## config.mk

```make
export PLATFORM = sky130hd
export DESIGN_NAME = uart_rx_ctrl
export DESIGN_NICKNAME = d
export VERILOG_FILES = /design/src/rtl/uart_rx_ctrl.sv
export SDC_FILE = /design/constraint.sdc
export NUM_CORES = 1
export LEC_CHECK = 0
export BUFFER_PORTS_ARGS = -buffer_cell sky130_fd_sc_hd__buf_2
export CAP_MARGIN = 15
export CORE_AREA = 2 2 61 63
export DETAILED_ROUTE_END_ITERATION = 10
export DIE_AREA = 0 0 63 65
export PLACE_DENSITY = 0.67
export SKIP_LAST_GASP = 1
export SYNTH_ARGS = -nofsm -noshare
export SYNTH_HDL_FRONTEND = slang
export SYNTH_SLANG_ARGS = --single-unit
```

## constraint.sdc

```tcl
create_clock -name clk -period 4 [get_ports clk]
set_input_delay 1.2 -clock clk [delete_from_list [all_inputs] [get_ports clk]]
set_output_delay 1.2 -clock clk [all_outputs]
set_load 0.005 [all_outputs]
```

## src/rtl/uart_rx_ctrl.sv

```systemverilog
// uart_rx_ctrl: oversampling UART receive sequencer with mid-bit sampling and one-clk frame-complete flag
module uart_rx_ctrl #(
    parameter int OVERSAMPLE = 16,
    parameter int DATA_BITS  = 8
) (
    input  logic                 clk,
    input  logic                 rst,
    input  logic                 baud_tick,
    input  logic                 rx_in,
    input  logic [1:0]           parity_type,
    output logic [DATA_BITS-1:0] raw_data,
    output logic                 start_bit,
    output logic                 parity_bit,
    output logic                 stop_bit,
    output logic                 recieved_flag,
    output logic                 rx_busy
);
    localparam int TW = $clog2(OVERSAMPLE);
    localparam logic [TW-1:0] HALF = TW'(OVERSAMPLE / 2 - 1);
    localparam logic [TW-1:0] FULL = TW'(OVERSAMPLE - 1);
    localparam logic [3:0] LAST = 4'(DATA_BITS - 1);

    typedef enum logic [2:0] {IDLE, START, DATA, PARITY, STOP, DONE} state_t;

    state_t               state, state_n;
    logic [TW-1:0]        tick_cnt, tick_cnt_n;
    logic [3:0]           bit_cnt, bit_cnt_n;
    logic                 armed, armed_n;
    logic [1:0]           ptype, ptype_n;
    logic [DATA_BITS-1:0] raw_n;
    logic                 start_n, parity_n, stop_n, flag_n;
    logic                 sample, has_par, new_par;

    always_ff @(posedge clk or negedge rst) begin
        if (!rst) begin
            state         <= IDLE;
            tick_cnt      <= '0;
            bit_cnt       <= '0;
            armed         <= 1'b1;
            ptype         <= 2'b00;
            raw_data      <= '0;
            start_bit     <= 1'b0;
            parity_bit    <= 1'b1;
            stop_bit      <= 1'b1;
            recieved_flag <= 1'b0;
            rx_busy       <= 1'b0;
        end else begin
            state         <= state_n;
            tick_cnt      <= tick_cnt_n;
            bit_cnt       <= bit_cnt_n;
            armed         <= armed_n;
            ptype         <= ptype_n;
            raw_data      <= raw_n;
            start_bit     <= start_n;
            parity_bit    <= parity_n;
            stop_bit      <= stop_n;
            recieved_flag <= flag_n;
            rx_busy       <= state_n != IDLE;
        end
    end

    assign has_par = (ptype == 2'b01) || (ptype == 2'b10);
    assign new_par = (parity_type == 2'b01) || (parity_type == 2'b10);
    assign sample  = baud_tick && (tick_cnt == ((state == START) ? HALF : FULL));

    always_comb begin
        state_n    = state;
        tick_cnt_n = tick_cnt;
        bit_cnt_n  = bit_cnt;
        armed_n    = armed;
        ptype_n    = ptype;
        raw_n      = raw_data;
        start_n    = start_bit;
        parity_n   = parity_bit;
        stop_n     = stop_bit;
        flag_n     = 1'b0;
        if (baud_tick && state inside {START, DATA, PARITY, STOP})
            tick_cnt_n = sample ? '0 : tick_cnt + 1'b1;
        case (state)
            IDLE: begin
                if (baud_tick && rx_in)
                    armed_n = 1'b1;
                if (baud_tick && !rx_in && armed) begin
                    state_n    = START;
                    tick_cnt_n = '0;
                end
            end
            START: begin
                if (sample) begin
                    state_n   = rx_in ? IDLE : DATA;
                    start_n   = rx_in ? start_bit : 1'b0;
                    bit_cnt_n = rx_in ? bit_cnt : 4'd0;
                    ptype_n   = rx_in ? ptype : parity_type;
                    parity_n  = (!rx_in && !new_par) ? 1'b1 : parity_bit;
                end
            end
            DATA: begin
                if (sample) begin
                    raw_n     = {rx_in, raw_data[DATA_BITS-1:1]};
                    bit_cnt_n = bit_cnt + 4'd1;
                    if (bit_cnt == LAST)
                        state_n = has_par ? PARITY : STOP;
                end
            end
            PARITY: begin
                if (sample) begin
                    parity_n = rx_in;
                    state_n  = STOP;
                end
            end
            STOP: begin
                if (sample) begin
                    stop_n  = rx_in;
                    armed_n = rx_in;
                    state_n = DONE;
                end
            end
            DONE: begin
                flag_n  = 1'b1;
                state_n = IDLE;
            end
            default: state_n = IDLE;
        endcase
    end
endmodule
```

== Yosys cells after proc, flatten, opt, wreduce, memory -nomap -nowiden ==
Cells that the tools add are included.
Cells by class
  add/sub/neg operators: 2
  equality and inequality tests: 18
  muxes and demuxes: 25
  bitwise gates (word level): 1
  reduce and logical (&&, ||, !) cells: 22
Operator list (count)
  $mux 4: 8
  $mux 3: 7
  $pmux 3 s5: 1
  $ne 2x2->1 const B: 6
  $add 4x1->4 const B: 2
  $pmux 4 s2: 1
  $reduce_and 4->1: 2
  $eq 3x2->1 const B: 2
  $eq 3x3->1 const B: 2
  $logic_and 1x1->1: 6
  $reduce_and 3->1: 2
  $reduce_bool 2->1: 3
  $mux 1: 5
  $eq 2x1->1 const B: 2
  $eq 2x2->1 const B: 2
  $eq 4x3->1 const B: 1
  $eq 4x4->1: 1
  $pmux 1 s2: 2
  $reduce_and 2->1: 2
  $reduce_bool 4->1: 1
  $eq 3x1->1 const B: 1
  $logic_not 3->1: 1
  $reduce_bool 3->1: 1
  $logic_not 1->1: 2
  4 further kinds: 5
Word-level totals
  register bits: 26
  bits of input ports: 6
  output and inout port bits: 13
  word-level logic and storage cells: 78

== Depth between registers and ports, before layout ==
Gate-level depths: netlist of run 1.
  depth after elaboration: 8
  gate-level depth with buffers: 7

== Least setup slack after synthesis of run 1 ==
Ideal clock, no wire load.
  kind: in2reg
  from: in baud_tick
  to: reg ptype[0]
  library setup time: 125 ps
  arrival: 2122 ps
  required time: 3875 ps
  setup slack: 1753 ps
  cell stages on the path: 3
  path buffers: 0
  path through: nand3_1 or4_4 mux2_4
On the way
  word-level cells in the longest chain between the ends: 2
RTL lines
  start: declaration: line 8  | input logic baud_tick,
  $logic_and 1x1->1: line 64  | assign sample = baud_tick && (tick_cnt == ((state == START) ? HALF : FULL));
  $reduce_and 3->1 (no line)
  end signal: assignment: line 52  | ptype <= ptype_n;
  end: declaration: line 29  | logic [1:0] ptype, ptype_n;
No other way between the ends.
A chain may end at the register's enable or synchronous reset.

== Worst setup path in the final report of run 1 ==
  from: in baud_tick
  to: reg bit_cnt[1]
On the way
  word-level cells in the longest chain between the ends: 3
RTL lines
  $logic_and 1x1->1 *: line 64
  $ne 2x2->1 (no line)
  $reduce_and 4->1 (no line) *
  end signal: assignment: line 50  | bit_cnt <= bit_cnt_n;
  end: declaration: line 27  | logic [3:0] bit_cnt, bit_cnt_n;
Every way passes the cells marked *; elsewhere a longest branch is shown, timed or not.

==> summary.txt, run 1 <==
outcome - complete, no violations
Total Wirelength - 2.59 mm
Slew Viols, Final - 0
slack of the critical path - 1.79 ns
Syn Inst Count - 138
Die Y - 65 um
count of buffers inserted at the top-level ports - 17
Resized Gates After CTS - 0
standard cell core area - 3500 um^2
number of vias per cell after detailed routing - 5.22
row count - 22
Syn Area/Cell - 9.55 um^2
warning count from the yosys run - 0
placed instance count - 196
worst slack at placement - 1.43 ns
Worst Hold Depth - 2
setup slack of the most critical reg-to-reg path - 2.06 ns
worst clock skew - 0.00363 ns
CP Capture Type - flip-flop
deepest level of the CTS H-tree - 1
aggregate global routing overflow - 0
cts-stage hold buffer count - 0
Final GP Congestion - 0.828
power density relative to cell area - 438 nW/um^2
clock root buffer - clkbuf_4
total of endpoints with negative setup slack in the final report - 0
Clock Path Buffers - 2
ratio of cells with drive above 1 in the final layout - 20.4%
clock edge transition at the registers on the reported setup and hold paths - 0.13 ns
Initial Util - 37.7%
total of flip-flops plus latches after synthesis - 26
worst hold path endpoint - raw_data[0]
RSZ-0062 raised after global routing - no
largest voltage drop on the vdd net - 0.288 mV
number of vias after detailed routing - 1,044
critical path data required time - 4.21 ns
Leakage - 0.699 nW
total CTS buffers - 3
setup bufs post-CTS - 0
DRC Markers - 0
startpoint kind of the worst setup timing path - input pin
path depth of the worst reg2reg path - 3
All-Layer GR Usage - 13.9%
terminus of the critical flop-to-flop path - ptype[1]
accumulated negative setup slack - 0 ns
I/O pins - 19
net count reported at finish - 161
maximum fanout count along the critical path - 10
final worst path period need - 2.21 ns
area growth from synthesis to layout - 10.4%
remaining max-slew budget at the tightest pin - 46.2%
Starting DRT DRC Count - 55
routed length per instance - 12.9 um
hold violation total from the final report - 0
critical path data arrival time - 2.42 ns
cell area after technology mapping - 1320 um^2
Tightest Hold Check Type - flip-flop to flip-flop
DIE AREA - 4100 um^2
via count of the first global-routing pass - 983
Cell variety after synth - 42
maximum number of pins on one net before global-route repair - 27
clock latency of the later-clocked register in the worst-skew pair - 0.31 ns
maximum clock frequency - 453 MHz
clk sink count - 26
number of filler cells placed in the layout - 355
final worst-path cycle share - 55.2%
classification of the worst setup path - input pin to flip-flop
number of maximum-capacitance constraint violations - 0
First-pass DRT Iterations - 4
clock tree from TritonCTS - built
global-route wire length before repair - 4.53 mm
Ant. Diodes - 0
worst slew pin tran - 0.800 ns
source of the worst register-to-register timing path - state[0]
antenna violations before repair - 0
footprint of the multi-input gates - 617 um^2
count of nets left with antenna violations after detail routing - 0
Finished Layout Cells - 200
horizontal extent of the die - 63 um
fraction of the yosys area taken by sequential cells - 49.7%
HPWL after DPL - 1.91 mm
Synthesized Nets - 146
register area - 654 um^2
startpoint of the worst hold path - raw_data[0]
[final cells by class]
type / instances / share of cell area (%)
clock buffer: 4 / 1.81
tap: 48 / 4.13
timing repair buffer: 17 / 5.85
multi-input combinational: 102 / 42.4
inverter: 3 / 0.775
sequential: 26 / 45.0
[power by group]
group / leakage [nW] / total [mW] / switching (mW) / internal (mW)
combinational: 0.350 / 0.155 / 0.0754 / 0.0801
clock: 0.0150 / 0.112 / 0.0728 / 0.0389
sequential: 0.335 / 0.370 / 0.0603 / 0.309
[placed cells by master, fill, tap and decap left out, drive strengths merged, types with 4 or more instances in the layout]
master   n
xor2     4
a21oi    5
buf     17
clkbuf   4
nand3    6
nand2   28
nor2     8
dfrtp   23
o21ai    7
[synthesized netlist by cell type, drive strengths merged]
master	n	area, um^2
a21boi	1	7.51
a21oi	5	25.0
nand3b	1	7.51
nor2b	1	6.26
a2111o	1	11.3
dfrtp	23	576
or3b	2	20.0
o211ai	2	15.0
a31oi	1	6.26
o21ba	1	10.0
nand3	6	30.0
nor4	3	18.8
nor3b	3	22.5
xor2	4	35.0
ha	2	25.0
o21ai	7	35.0
mux2i	1	10.0
conb	1	3.75
nor3	3	20.0
nor2	8	30.0
a22o	1	8.76
mux2	2	30.0
and3b	1	8.76
o31ai	1	7.51
buf	3	20.0
o32ai	1	8.76
or4	3	26.3
xnor2	1	8.76
inv	3	11.3
and4	1	8.76
nand2	28	105
nand4	3	18.8
clkbuf	4	15.0
a31o	1	8.76
nand2b	3	18.8
dfstp	3	78.8
and3	3	18.8
[cells by family after synthesis]
| family | after synthesis | share of synthesized area (%) |
|---|---|---|
| flops | 26 | 49.7 |
| fa+ha+maj | 2 | 1.90 |
| xor+xnor | 5 | 3.32 |
| buf+inv | 10 | 3.51 |
| simple gates | 69 | 27.4 |
| mux | 3 | 3.04 |
| other cells | 1 | 0.285 |
| compound gates | 22 | 10.9 |
[metal layers]
layer  up-vias  global-route usage, %  part of all wire (%)
li1        510                      -                     -
met1       507                   18.2                    47
met2        25                   23.7                    48
met3         2                   1.56                   3.7
met4         0                   5.28                   1.0
met5         -                      0                     0
[per-stage QoR]
step                      cell area [um^2]  hold slack, ns  power [mW]  utilization, %
final                                 1450           0.488       0.637            41.6
after global placement                1430           0.457       0.522            40.8
after global routing                  1450           0.524       0.687            41.6
after detailed placement              1430           0.460       0.530            40.8
after floorplan                       1320           0.470       0.485               -
after CTS                             1450           0.493       0.646            41.6
[state kept, by name (all words and copies together) (netlist names)]
| name | cells |
|---|---|
| raw_data | 8 |
| bit_cnt | 4 |
| tick_cnt | 4 |
| state | 3 |
| ptype | 2 |
| armed | 1 |
| parity_bit | 1 |
| recieved_flag | 1 |
| rx_busy | 1 |
| stop_bit | 1 |
[critical path, cell delays in order]
cell,delay [ns]
buf_2,0.14
nand4_1,0.21
nor3_2,0.56
nor2_1,0.11
a22o_1,0.19
[how the worst max path moves through the flow]
stage	end	slack, ns	start	depth (start not counted)
2_1_floorplan	ptype[0]	1.75	baud_tick	3
3_3_place_gp	bit_cnt[1]	1.53	baud_tick	5
3_5_place_dp	bit_cnt[1]	1.43	baud_tick	5
4_1_cts	bit_cnt[1]	1.79	baud_tick	5
5_1_grt	rx_busy	1.68	baud_tick	5
6_report	bit_cnt[1]	1.79	baud_tick	5
Note: power is estimated with default switching activity, not from simulation.
==> run 2, diff against run 1 <==
--- a/config.mk
+++ b/config.mk
@@ -5,12 +5,13 @@
 export SDC_FILE = /design/constraint.sdc
 export NUM_CORES = 1
 export LEC_CHECK = 0
+export ABC_AREA = 1
 export BUFFER_PORTS_ARGS = -buffer_cell sky130_fd_sc_hd__buf_2
 export CAP_MARGIN = 15
-export CORE_AREA = 2 2 61 63
+export CORE_AREA = 2 2 62 64
 export DETAILED_ROUTE_END_ITERATION = 10
-export DIE_AREA = 0 0 63 65
-export PLACE_DENSITY = 0.67
+export DIE_AREA = 0 0 64 66
+export PLACE_DENSITY = 0.69
 export SKIP_LAST_GASP = 1
 export SYNTH_ARGS = -nofsm -noshare
 export SYNTH_HDL_FRONTEND = slang
==> constraint.sdc (replaced) <==
create_clock -name clk -period 1.81 [get_ports clk]
set_input_delay 0.543 -clock clk [delete_from_list [all_inputs] [get_ports clk]]
set_output_delay 0.543 -clock clk [all_outputs]
set_load 0.005 [all_outputs]
==> run 2 against run 1 <==
Compared with the run above: wire length shrank 5.5%; hold slack got worse by 0.30 ns; register-to-register slack got worse by 1.9 ns; via count increased by 1.3%; area after synthesis increased by 2.2%; design area rose by 4.3%; critical endpoint is now bit_cnt[2].
==> summary.txt, run 2 <==
fraction of the yosys area taken by sequential cells - 48.6%
routed length per instance - 10.5 um
horizontal extent of the die - 64 um
number of maximum-capacitance constraint violations - 0
maximum number of pins on one net before global-route repair - 27
clock edge transition at the registers on the reported setup and hold paths - 0.14 ns
global-route wire length before repair - 4.38 mm
classification of the worst setup path - flip-flop to flip-flop
warning count from the yosys run - 0
remaining max-slew budget at the tightest pin - 63.1%
row count - 22
Die Y - 66 um
source of the worst register-to-register timing path - tick_cnt[0]
RSZ-0062 raised after global routing - no
I/O pins - 19
worst slew pin tran - 0.554 ns
total of endpoints with negative setup slack in the final report - 0
Ant. Diodes - 0
DRC Markers - 0
Syn Inst Count - 164
total CTS buffers - 3
hold violation total from the final report - 0
net count reported at finish - 193
Syn Area/Cell - 8.21 um^2
commonest non-fill, non-tap cell in the layout - nand2_1
count of flip-flops with a built-in enable after synthesis - 0
Tightest Hold Check Type - input pin to async pin
number of vias per cell after detailed routing - 4.56
aggregate global routing overflow - 0
Finished Layout Cells - 232
dominant cells by area after synthesis - dfrtp_1 43%, nand2_1 13%, dfstp_2 5.9%
total of flip-flops plus latches after synthesis - 26
list of most frequent post-synthesis cells - 48 x nand2_1, 23 x dfrtp_1, 16 x inv_1, 16 x nor2_1, 11 x nand3_1
ratio of cells with drive above 1 in the final layout - 21.7%
All-Layer GR Usage - 13.2%
Placed Area - 1480 um^2
final worst path period need - 1.66 ns
clock root buffer - clkbuf_4
Starting DRT DRC Count - 25
post-synthesis async set-or-reset flop share - 100%
largest voltage drop on the vdd net - 0.706 mV
HPWL after DPL - 1.87 mm
register with the most flip-flops - raw_data
area growth from synthesis to layout - 12.6%
leading cell types in the layout, fill and taps excluded - 48 x nand2_1, 23 x dfrtp_1, 17 x buf_2
final worst-path cycle share - 91.6%
terminus of the critical flop-to-flop path - bit_cnt[2]
placed instance count - 228
First-pass DRT Iterations - 4
count of nets left with antenna violations after detail routing - 0
Cell variety after synth - 28
setup bufs post-CTS - 0
critical path data arrival time - 1.91 ns
setup slack of the most critical reg-to-reg path - 0.15 ns
worst clock skew - 0.00703 ns
Initial Util - 37.9%
cts-stage hold buffer count - 0
power density relative to cell area - 1090 nW/um^2
Total Wirelength - 2.44 mm
Total Power - 1.66 mW
clock latency of the later-clocked register in the worst-skew pair - 0.32 ns
count of buffers inserted at the top-level ports - 17
Resized Gates After CTS - 0
accumulated negative setup slack - 0 ns
maximum fanout count along the critical path - 15
Final GP Congestion - 0.874
path depth of the worst reg2reg path - 9
standard cell core area - 3550 um^2
top flip-flop cell by instance count after synthesis - dfrtp_1
post-layout instance area - 1520 um^2
deepest level of the CTS H-tree - 1
worst hold margin - 0.186 ns
cell area after technology mapping - 1350 um^2
Largest regs - raw_data (8), bit_cnt (4), tick_cnt (4)
CP Capture Type - flip-flop
Largest register FFs - 8
clk sink count - 26
number of vias after detailed routing - 1,058
Synthesized Nets - 172
startpoint kind of the worst setup timing path - flip-flop
critical path data required time - 2.06 ns
DIE AREA - 4220 um^2
maximum clock frequency - 603 MHz
Clock Path Buffers - 2
Slew Viols, Final - 0
antenna violations before repair - 0
area share of the largest cell type after synthesis - 42.8%
most frequent cell after synthesis - nand2_1
post-synthesis cell type with the largest combined area - dfrtp_1
clock tree from TritonCTS - built
outcome - complete, no violations
Leakage - 0.805 nW
via count of the first global-routing pass - 1,008
[run 2: cell type report]
type | instances | area, um^2
inverter | 21 | 78.8
tap | 48 | 60.1
multi-input combinational | 115 | 594
clock buffer | 4 | 36.3
timing repair buffer | 18 | 92.6
sequential | 26 | 654
fill | 367 | 2030
[run 2: logic make-up after synthesis]
family | count (synthesis) | share of synthesized area, %
AND/OR/NAND/NOR | 92 | 32.3
flip-flops | 26 | 48.6
buffers and inverters | 23 | 7.25
AO/OA/AOI/OAI | 15 | 6.41
XOR/XNOR | 5 | 3.25
adder cells (fa/ha/maj) | 2 | 1.86
other | 1 | 0.279
[run 2: critical path, stage by stage (launching register included)]
cell     delay, ns
dfrtp_1       0.40
ha_1          0.17
nand2_1       0.10
nor2_4        0.19
nand3_4       0.16
nor2_8        0.17
inv_2         0.15
nand2_2       0.10
nand2_1       0.05
a21oi_1       0.11
[run 2: worst max-delay path by stage]
stage / start / end / slack (ns) / depth (start not counted)
2_1_floorplan: baud_tick / bit_cnt[1] / 0.36 / 8
3_3_place_gp: baud_tick / bit_cnt[2] / 0.17 / 9
3_5_place_dp: baud_tick / bit_cnt[2] / 0.11 / 9
4_1_cts: tick_cnt[0] / bit_cnt[2] / 0.16 / 9
5_1_grt: tick_cnt[0] / bit_cnt[2] / 0.03 / 9
6_report: tick_cnt[0] / bit_cnt[2] / 0.15 / 9
[run 2: layer usage]
layer / vias to the layer above / global-route usage [%] / part of all wire (%)
met5: - / 0 / 0
met4: 0 / 7.34 / 2.0
met3: 4 / 1.19 / 3.1
met2: 24 / 19.7 / 44
met1: 473 / 18.9 / 51
li1: 557 / - / -
[run 2: stage by stage]
stage                     utilization (%)  setup WS, ns
after detailed placement             41.7         0.108
after global placement               41.7         0.173
final                                42.7         0.153
after floorplan                         -         0.359
after global routing                 42.7        0.0330
after CTS                            42.7         0.159
[run 2: where the power goes]
| group | switching [mW] | leakage [nW] | internal, mW |
|---|---|---|---|
| Combinational | 0.353 | 0.455 | 0.204 |
| Clock | 0.171 | 0.0210 | 0.123 |
| Sequential | 0.0946 | 0.329 | 0.710 |
